### src/rtl/fifo_write_arbiter.sv
// -----------------------------------------------------------------------------
// fifo_write_arbiter
//
// Arbitrates NUM_REQ write requesters onto a single FIFO write port. A
// requester that wins a grant keeps ownership for up to MAX_BURST consecutive
// beats while it stays valid; otherwise the grant goes to the first valid
// requester found by a round-robin scan starting at rr_ptr. The grant path is
// combinational, so a beat can be written in the same cycle it is requested.
//
// Ports
//   clk            in   clock, all state updates on the rising edge
//   reset_n        in   synchronous active-low reset
//   req_valid      in   [NUM_REQ]        requester i holds a beat
//   req_data       in   [NUM_REQ*WIDTH]  requester i data at [i*WIDTH +: WIDTH]
//   req_ack        out  [NUM_REQ]        one-hot, beat of requester i accepted
//   fifo_ready     in   FIFO can accept a write this cycle
//   fifo_write_en  out  FIFO write strobe
//   fifo_data      out  [WIDTH]          FIFO write data
//   grant_idx      out  [3]              current grantee (0 when none)
//   grant_valid    out  a grantee exists this cycle
// -----------------------------------------------------------------------------
module fifo_write_arbiter #(
    parameter int NUM_REQ   = 4,
    parameter int WIDTH     = 6,
    parameter int MAX_BURST = 4
) (
    input  logic                     clk,
    input  logic                     reset_n,
    input  logic [NUM_REQ-1:0]       req_valid,
    input  logic [NUM_REQ*WIDTH-1:0] req_data,
    output logic [NUM_REQ-1:0]       req_ack,
    input  logic                     fifo_ready,
    output logic                     fifo_write_en,
    output logic [WIDTH-1:0]         fifo_data,
    output logic [2:0]               grant_idx,
    output logic                     grant_valid
);

    typedef enum logic {
        IDLE = 1'b0,
        OWN  = 1'b1
    } mode_t;

    localparam logic [2:0] LAST_IDX  = 3'(NUM_REQ - 1);
    localparam logic [3:0] NUM_REQ_W = 4'(NUM_REQ);
    localparam logic [4:0] BURST_LEN = 5'(MAX_BURST);

    mode_t      mode_r;
    mode_t      mode_s;
    logic [2:0] owner_r;
    logic [2:0] owner_s;
    logic [3:0] beat_cnt_r;
    logic [3:0] beat_cnt_s;
    logic [2:0] rr_ptr_r;
    logic [2:0] rr_ptr_s;

    logic [7:0] valid_ext_s;
    logic       hold_s;
    logic       scan_found_s;
    logic [2:0] scan_idx_s;
    logic [3:0] scan_cand_s;
    logic [4:0] next_cnt_s;

    // Increment a requester index, wrapping at NUM_REQ rather than at 8.
    function automatic logic [2:0] wrap_inc(input logic [2:0] idx);
        if (idx == LAST_IDX) begin
            return 3'd0;
        end else begin
            return idx + 3'd1;
        end
    endfunction

    // Grant selection: owner keeps the grant while valid, else round-robin scan.
    always_comb begin
        // Widening to 8 bits lets a 3-bit index address it for any NUM_REQ.
        valid_ext_s               = 8'd0;
        valid_ext_s[NUM_REQ-1:0]  = req_valid;
        hold_s                    = (mode_r == OWN) && valid_ext_s[owner_r];
        scan_found_s              = 1'b0;
        scan_idx_s                = 3'd0;
        scan_cand_s               = 4'd0;
        for (int k = 0; k < NUM_REQ; k++) begin
            // rr_ptr_r < NUM_REQ, so one conditional subtract is a full modulo.
            scan_cand_s = {1'b0, rr_ptr_r} + 4'(k);
            if (scan_cand_s >= NUM_REQ_W) begin
                scan_cand_s = scan_cand_s - NUM_REQ_W;
            end else begin
                scan_cand_s = scan_cand_s;
            end
            if (!scan_found_s && valid_ext_s[scan_cand_s[2:0]]) begin
                scan_found_s = 1'b1;
                scan_idx_s   = scan_cand_s[2:0];
            end else begin
                scan_found_s = scan_found_s;
            end
        end
        if (hold_s) begin
            grant_valid = 1'b1;
            grant_idx   = owner_r;
        end else begin
            grant_valid = scan_found_s;
            grant_idx   = scan_found_s ? scan_idx_s : 3'd0;
        end
    end

    // Write strobe, data mux and one-hot acknowledge for the grantee.
    always_comb begin
        fifo_write_en = grant_valid & fifo_ready & reset_n;
        fifo_data     = {WIDTH{1'b0}};
        req_ack       = {NUM_REQ{1'b0}};
        for (int i = 0; i < NUM_REQ; i++) begin
            if (grant_idx == 3'(i)) begin
                fifo_data  = grant_valid ? req_data[i*WIDTH +: WIDTH] : {WIDTH{1'b0}};
                req_ack[i] = fifo_write_en;
            end else begin
                req_ack[i] = 1'b0;
            end
        end
    end

    // Next-state: release of an idle owner, then burst accounting on a beat.
    always_comb begin
        mode_s     = mode_r;
        owner_s    = owner_r;
        beat_cnt_s = beat_cnt_r;
        rr_ptr_s   = rr_ptr_r;
        // A newly chosen grantee counts from zero.
        next_cnt_s = (hold_s ? {1'b0, beat_cnt_r} : 5'd0) + 5'd1;
        if (!reset_n) begin
            mode_s     = IDLE;
            owner_s    = 3'd0;
            beat_cnt_s = 4'd0;
            rr_ptr_s   = 3'd0;
        end else begin
            // Owner went idle: release it and restart the scan after it. The
            // pointer update stands even if a new grantee beats this cycle.
            if ((mode_r == OWN) && !valid_ext_s[owner_r]) begin
                mode_s     = IDLE;
                beat_cnt_s = 4'd0;
                rr_ptr_s   = wrap_inc(owner_r);
            end else begin
                mode_s     = mode_r;
            end
            if (fifo_write_en) begin
                if (next_cnt_s < BURST_LEN) begin
                    mode_s     = OWN;
                    owner_s    = grant_idx;
                    beat_cnt_s = next_cnt_s[3:0];
                end else begin
                    mode_s     = IDLE;
                    beat_cnt_s = 4'd0;
                    rr_ptr_s   = wrap_inc(grant_idx);
                end
            end else begin
                owner_s = owner_s;
            end
        end
    end

    // State register.
    always_ff @(posedge clk) begin
        mode_r     <= mode_s;
        owner_r    <= owner_s;
        beat_cnt_r <= beat_cnt_s;
        rr_ptr_r   <= rr_ptr_s;
    end

endmodule

### config.mk
export PLATFORM = sky130hd
export DESIGN_NAME = fifo_write_arbiter
export DESIGN_NICKNAME = d
export VERILOG_FILES = /design/src/rtl/fifo_write_arbiter.sv
export SDC_FILE = /design/constraint.sdc
export NUM_CORES = 1
export LEC_CHECK = 0
export BUFFER_PORTS_ARGS = -buffer_cell sky130_fd_sc_hd__buf_2
export CORE_ASPECT_RATIO = 1.5
export CORE_MARGIN = 5
export CORE_UTILIZATION = 31
export DETAILED_ROUTE_END_ITERATION = 8
export PLACE_DENSITY = 0.6
export SLEW_MARGIN = 20
export SYNTH_ARGS = -nofsm -noshare
export SYNTH_HDL_FRONTEND = slang
export SYNTH_SLANG_ARGS = --single-unit
### constraint.sdc
create_clock -name clk -period 6.2 [get_ports clk]
set_input_delay 0.93 -clock clk [delete_from_list [all_inputs] [get_ports clk]]
set_output_delay 0.93 -clock clk [all_outputs]
set_load 0.03 [all_outputs]
# [After elaboration in Yosys (flattened, before gate mapping)]
# Cells that the tools add are included.
[op_classes] add_sub_neg=10 n_mul=0 div=0 magnitude_cmp=10 eq_ne=4 shift=0 n_mux=49 bitwise_logic=2 n_reduce_logical=12
[op_table] cell="$mux W6" count=8
[op_table] cell="$mux W3" count=15
[op_table] cell="$lt A3 B4 Y1 const B" count=5
[op_table] cell="$mux W1" count=17
[op_table] cell="$mux W4" count=4
[op_table] cell="$bmux W1 S3" count=5
[op_table] cell="$ge A4 B3 Y1 const B" count=3
[op_table] cell="$sub A3 B3 Y3 const B" count=4
[op_table] cell="$eq A3 B2 Y1 const B" count=3
[op_table] cell="$add A3 B2 Y4 const B" count=2
[op_table] cell="$add A3 B1 Y3 const B" count=2
[op_table] cell="$add A4 B1 Y5 const B" count=1
[op_table] cell="$logic_and A1 B1 Y1" count=5
[op_table] cell="$lt A5 B3 Y1 const B" count=1
[op_table] cell="$add A3 B1 Y4 const B" count=1
[op_table] cell="$logic_not A1 Y1" count=4
[op_table] cell="$eq A3 B1 Y1 const B" count=1
[op_table] cell="$ge A3 B3 Y1 const B" count=1
[op_table] cell="$logic_not A3 Y1" count=1
[op_table] cell="$and A1 B1 Y1" count=2
[op_table] cell="$reduce_and A2 Y1" count=1
[op_table] cell="$reduce_bool A2 Y1" count=1
[totals] ff_bits=11 latchBits=0 ramBits=0 rom_bits=0 input_bits=31 out_inout_bits=15 elab_cells=91 memories=0

# [Depth between registers and ports, before layout]
[depth] ltp_word=21 depth_mapped=14 depth_no_buf=12

# [Worst setup path before layout]
# OpenSTA, ideal clock, no wires.
[synth_timing] path_kind="reg-to-output" start="register rr_ptr_r[0]" end="output fifo_data[0]" t_arrival_ps=4260 required_ps=5270 path_slack_ps=1010 path_stages_with_launch=14 path_buffers=2 path_cell_list="dfxtp_1 buf_6 inv_1 ha_1 mux4_2 and3_1 a211o_1 a21boi_2 or2_2 ha_1 clkbuf_1 nand2b_1 o211ai_1 o41ai_1"
[synth_via] elab_chain_len=21 word_cells_on_any_way=52 cone_classes="add/sub (7); order compare (4); eq/ne (3); mux (31); reduce/logical (7)"
[synth_lines] item="from (decl)" line="54" text="logic [2:0] rr_ptr_r;"
[synth_lines] item="from (signal assigned)" line="165" text="rr_ptr_r <= rr_ptr_s;"
[synth_lines] item="parallel branches: the longest is 14 deep, another holds $add A3 B1 Y4"
[synth_lines] item="$mux W3 (*)" line="102" text="grant_idx = scan_found_s ? scan_idx_s : 3'd0;"
[synth_lines] item="$mux W3 (*)" line="97" text="if (hold_s) begin"
[synth_lines] item="net grant_idx[0]" line="35" text="output logic [2:0] grant_idx,"
[synth_lines] item="$logic_not A3 Y1" line="112" text="if (grant_idx == 3'(i)) begin"
[synth_lines] item="$mux W6 (3 in a row)" line="112"
[synth_lines] item="$mux W6 (*)" line="112"
[synth_lines] item="to (decl)" line="34" text="output logic [WIDTH-1:0] fifo_data,"
# Mark *: on every way through the listed nets, which the timed path passes. The select of a mux whose other input is x is not followed.

# [Final worst setup path]
[layout_timing] start="register rr_ptr_r[0]" end="output fifo_data[3]"
[layout_via] elab_chain_len=21 word_cells_on_any_way=52 cone_classes="add/sub (7); order compare (4); eq/ne (3); mux (31); reduce/logical (7)"
[layout_lines] item="parallel branches: the longest is 20 deep, another holds $add A3 B1 Y4"
[layout_lines] item="$mux W6 (*)" line="112"
# Every way passes the cells marked *. The select of a mux whose other input is x is not followed.

==> impl_summary.md <==
Detailed routing
In the final routed layout, each cell accounts on average for 15.3 um. The pre-antenna-repair detailed-routing pass consisted of 4 iterations. For this run, design rule violations remaining after detail routing come to 0.

Dividing the detail-routed via count by the number of cells gives 5.84. The number of vias after detailed routing is 1408. The total routed wirelength is 3.68 mm. After the first detailed-routing iteration, the DRC count stood at 41. The count of nets left with antenna violations once routing finished came out at 0.

Place
The cell area reported after detailed placement is 1550 um2. The wire-length estimate of the detail-placed layout is 2.94 mm. In this run the tool buffered the top-level ports with 44 buffer cells. At the end of routability-driven placement, the weighted congestion stood at 0.900. At the placement stage, the worst setup path has a slack of 1.27 ns.

Flow run
The tool flagged a number of max-cap violations equal to 0.

Layout
The share of layout cells above drive strength 1 is 33.3%. The multi-input logic area is 1020 um2. The final design area excluding fillers is ~1600 um2.

The sequential standard cell area is approximately 220 um2. The layout has 428 filler cells. The relative area change from synthesis to final layout is 20.3%.

For this run, the post-layout net count is 234. The number of antenna diodes is 0.

STA
The period utilization is a little over four fifths. After routing, the total negative slack on setup checks comes to 0 ns. The time the worst path needs with I/O delays and setup is slightly above 5 ns. The maximum clock frequency is 193 MHz. Between clock sinks in the finished design, the worst skew comes to 0.00218 ns. For the pin with the worst max-slew slack, the measured transition is 0.636 ns.

The final-report max-slew violation count is 0. Setup violations remaining at the end of the flow were counted as 0. After layout, the worst setup slack is 1.01 ns.

Setup repair after global routing left no endpoint under its margin. The worst slew margin relative to its limit is 57.6%. The hold violation count in the final report is 0.

Worst setup path
Measured in cells, the most critical reg-to-reg path has a length of 11. The worst reg2reg path endpoint is rr_ptr_r[1]. The start point of the critical path is rr_ptr_r[0]. The data arrival time at the worst-slack endpoint is ~4.3 ns. STA classifies the critical path startpoint as a register. In this run the register-to-register setup slack is 2.76 ns. The origin of the critical flop-to-flop path is rr_ptr_r[0].

The most critical setup path has its endpoint at fifo_data[3]. The required time of the worst setup path is ~5.3 ns. Along the worst path, the maximum fanout reaches 16. The endpoint kind of the worst setup timing path is an output port.

The setup path with the least slack is of type register to output port.

Yosys
The post-synthesis instance area is 1330 um2. Synthesis instantiated 54 different standard cells from the library. In this run, synthesis inferred 0 flip-flops with an integrated enable.

The post-synth net total is about 190. A synthesized cell averages 8.60 um2. The gate count of the mapped netlist is roughly 150.

The Yosys step of the flow raised 0 warnings. The primary flip-flop cell chosen by synthesis mapping is sky130_fd_sc_hd__dfxtp_1. The number of flip-flops and latches in the synthesized netlist is 11.

Summing the sequential cell areas from Yosys gives around 17% of the chip area. After synthesis, the share of flip-flops with an asynchronous set or reset is 0%.

Global routing
The initial antenna violation count is 0. The overflow left after global routing is 0. The first-pass GRT wire length is 5.95 mm. The total routing usage reported by global routing is 12.2%. The via count of the first global-routing pass is 1376.

Entering global routing, the biggest net connects 17 pins.

Floorplan
The chip height is ~90 um. The initial core utilization is 31.8%. The die boundary width is 63.4 um. The die covers about 5700 um2.

The floorplan row count is 29. The number of placed I/O pins is 46. The core box area is around 4200 um2.

Power
The standby leakage power is 0.675 nW. Combinational logic burns 54.4% of the power. The power per cell area is 209 nW/um2. The sequential cell fraction of total power is 23.9%.

The internal cell power is 0.188 mW. For this design the total switching power over the nets is 0.144 mW. In this run, the clock network consumes 21.8% of the power.

IR analysis of the VDD net gives a maximum drop of 125 uV. The net switching share of the total power is 43.4%.

CTS
After clock tree synthesis, the setup repair step added 0 buffers. The CTS tree is done. Buffers inserted during clock tree synthesis total 3.

The clock passes through at most 2 buffers. The total clock sinks is 11. Clock tree synthesis selected as its root buffer the cell sky130_fd_sc_hd__clkbuf_8.

The number of buffers inserted by hold repair at cts is 0. At the later pin of the worst-skew pair, clock insertion delay measures 0.24 ns. CTS built an H-tree with a depth of 1. After clock tree synthesis, the clock-pin slew on the worst setup and hold paths is 0.05 ns. The number of resized instances in the post-cts repair step is 0.

Min path
The startpoint of the worst hold path is beat_cnt_r[2]. The class of the worst hold path is register to register.

Outcome
The flow ran to the end, and the final reports show no timing, DRC or antenna violations.
[critical path, stage by stage (launching register included)]
cell	delay, ns
sky130_fd_sc_hd__dfxtp_1	0.60
sky130_fd_sc_hd__inv_1	0.15
sky130_fd_sc_hd__ha_1	0.39
sky130_fd_sc_hd__mux4_2	0.55
sky130_fd_sc_hd__and3_1	0.19
sky130_fd_sc_hd__a211o_1	0.32
sky130_fd_sc_hd__a21boi_2	0.22
sky130_fd_sc_hd__or2_2	0.17
sky130_fd_sc_hd__ha_1	0.47
sky130_fd_sc_hd__nand2b_1	0.31
sky130_fd_sc_hd__o211ai_1	0.11
sky130_fd_sc_hd__o41ai_1	0.28
sky130_fd_sc_hd__buf_2	0.26
[area by class of cell]
class                      instances  area share, %
multi-input combinational        127           63.8
sequential                        11           13.8
timing repair buffer              44           13.8
tap                               46           3.61
clock buffer                       4           2.83
inverter                           9           2.12
[synthesized netlist by cell type (all sizes together) (3+ instances only)]
cell    instances  share of area (%)
a21oi           6                2.3
a221o           7                5.3
and2            8                4.1
and3            4                2.3
buf             5                3.5
dfxtp          11                 17
ha              7                6.6
inv             9                2.5
mux2i           6                4.5
mux4            3                5.4
nand2           7                2.0
nand2b          9                4.2
nand3          10                3.8
nor2            6                1.7
nor3            3                1.1
o211ai          9                5.1
o21ai           3                1.7
o41ai           6                4.0
[through the flow]
stage	hold WS (ns)	power [mW]	instances	util [%]
floorplan	0.467	0.217	154	-
global placement	0.486	0.263	237	37.1
detailed placement	0.491	0.262	237	37.1
CTS	0.498	0.336	241	38.2
global route	0.520	0.355	241	38.2
finish	0.498	0.332	241	38.2
[flip-flops by register name, summed over array words and instances, names as in the netlist]
signal / flops
beat_cnt_r: 4
mode_r: 1
owner_r: 3
rr_ptr_r: 3
[layer usage]
layer	up-vias	global-route usage, %	wire (um)
met4	0	6.24	72
li1	696	-	-
met2	53	21.0	1840
met3	9	1.50	196
met1	650	14.4	1570
met5	-	0	0
[cell families (layout without fill, tap and decap cells)]
family / Yosys count / count (layout) / synth area share (%)
and+or+nand+nor: 55 / 55 / 23.3
AOI/OAI and AO/OA: 54 / 54 / 35.8
adders and majority gates: 7 / 7 / 6.61
other: 1 / 1 / 0.283
DFF: 11 / 11 / 16.6
buffers and inverters: 16 / 57 / 6.61
muxes: 10 / 10 / 10.8
[cell usage in the layout, fill, tap and decap left out, drive strengths merged, types with 2 or more instances in the layout]
master	instances
buf	44
dfxtp	11
nand3	10
inv	9
nand2b	9
o211ai	9
and2	8
nand2	7
a221o	7
ha	7
mux2i	6
nor2	6
o41ai	6
a21oi	6
and3	4
clkbuf	4
nor3	3
mux4	3
o21ai	3
nand4	2
a211o	2
nor2b	2
nand3b	2
o22a	2
a31oi	2
a21boi	2
a41oi	2
o22ai	2
a211oi	2
[worst min path at each step]
stage                               end  slack [ns]  cells after the start
after floorplan           beat_cnt_r[2]        0.47                      1
after global placement    beat_cnt_r[2]        0.49                      1
after detailed placement  beat_cnt_r[2]        0.49                      1
after CTS                 beat_cnt_r[2]        0.50                      1
after global routing      beat_cnt_r[2]        0.52                      1
final                     beat_cnt_r[2]        0.50                      1
[power by group through the flow]
stage | combinational [mW] | sequential (mW) | clock, mW
2_1_floorplan | 0.139 | 0.0779 | 0
3_3_place_gp | 0.183 | 0.0806 | 0
3_5_place_dp | 0.181 | 0.0808 | 0
4_1_cts | 0.182 | 0.0793 | 0.0740
5_1_grt | 0.197 | 0.0801 | 0.0783
6_report | 0.181 | 0.0793 | 0.0724
No activity file was read; power rests on OpenSTA's default activity.
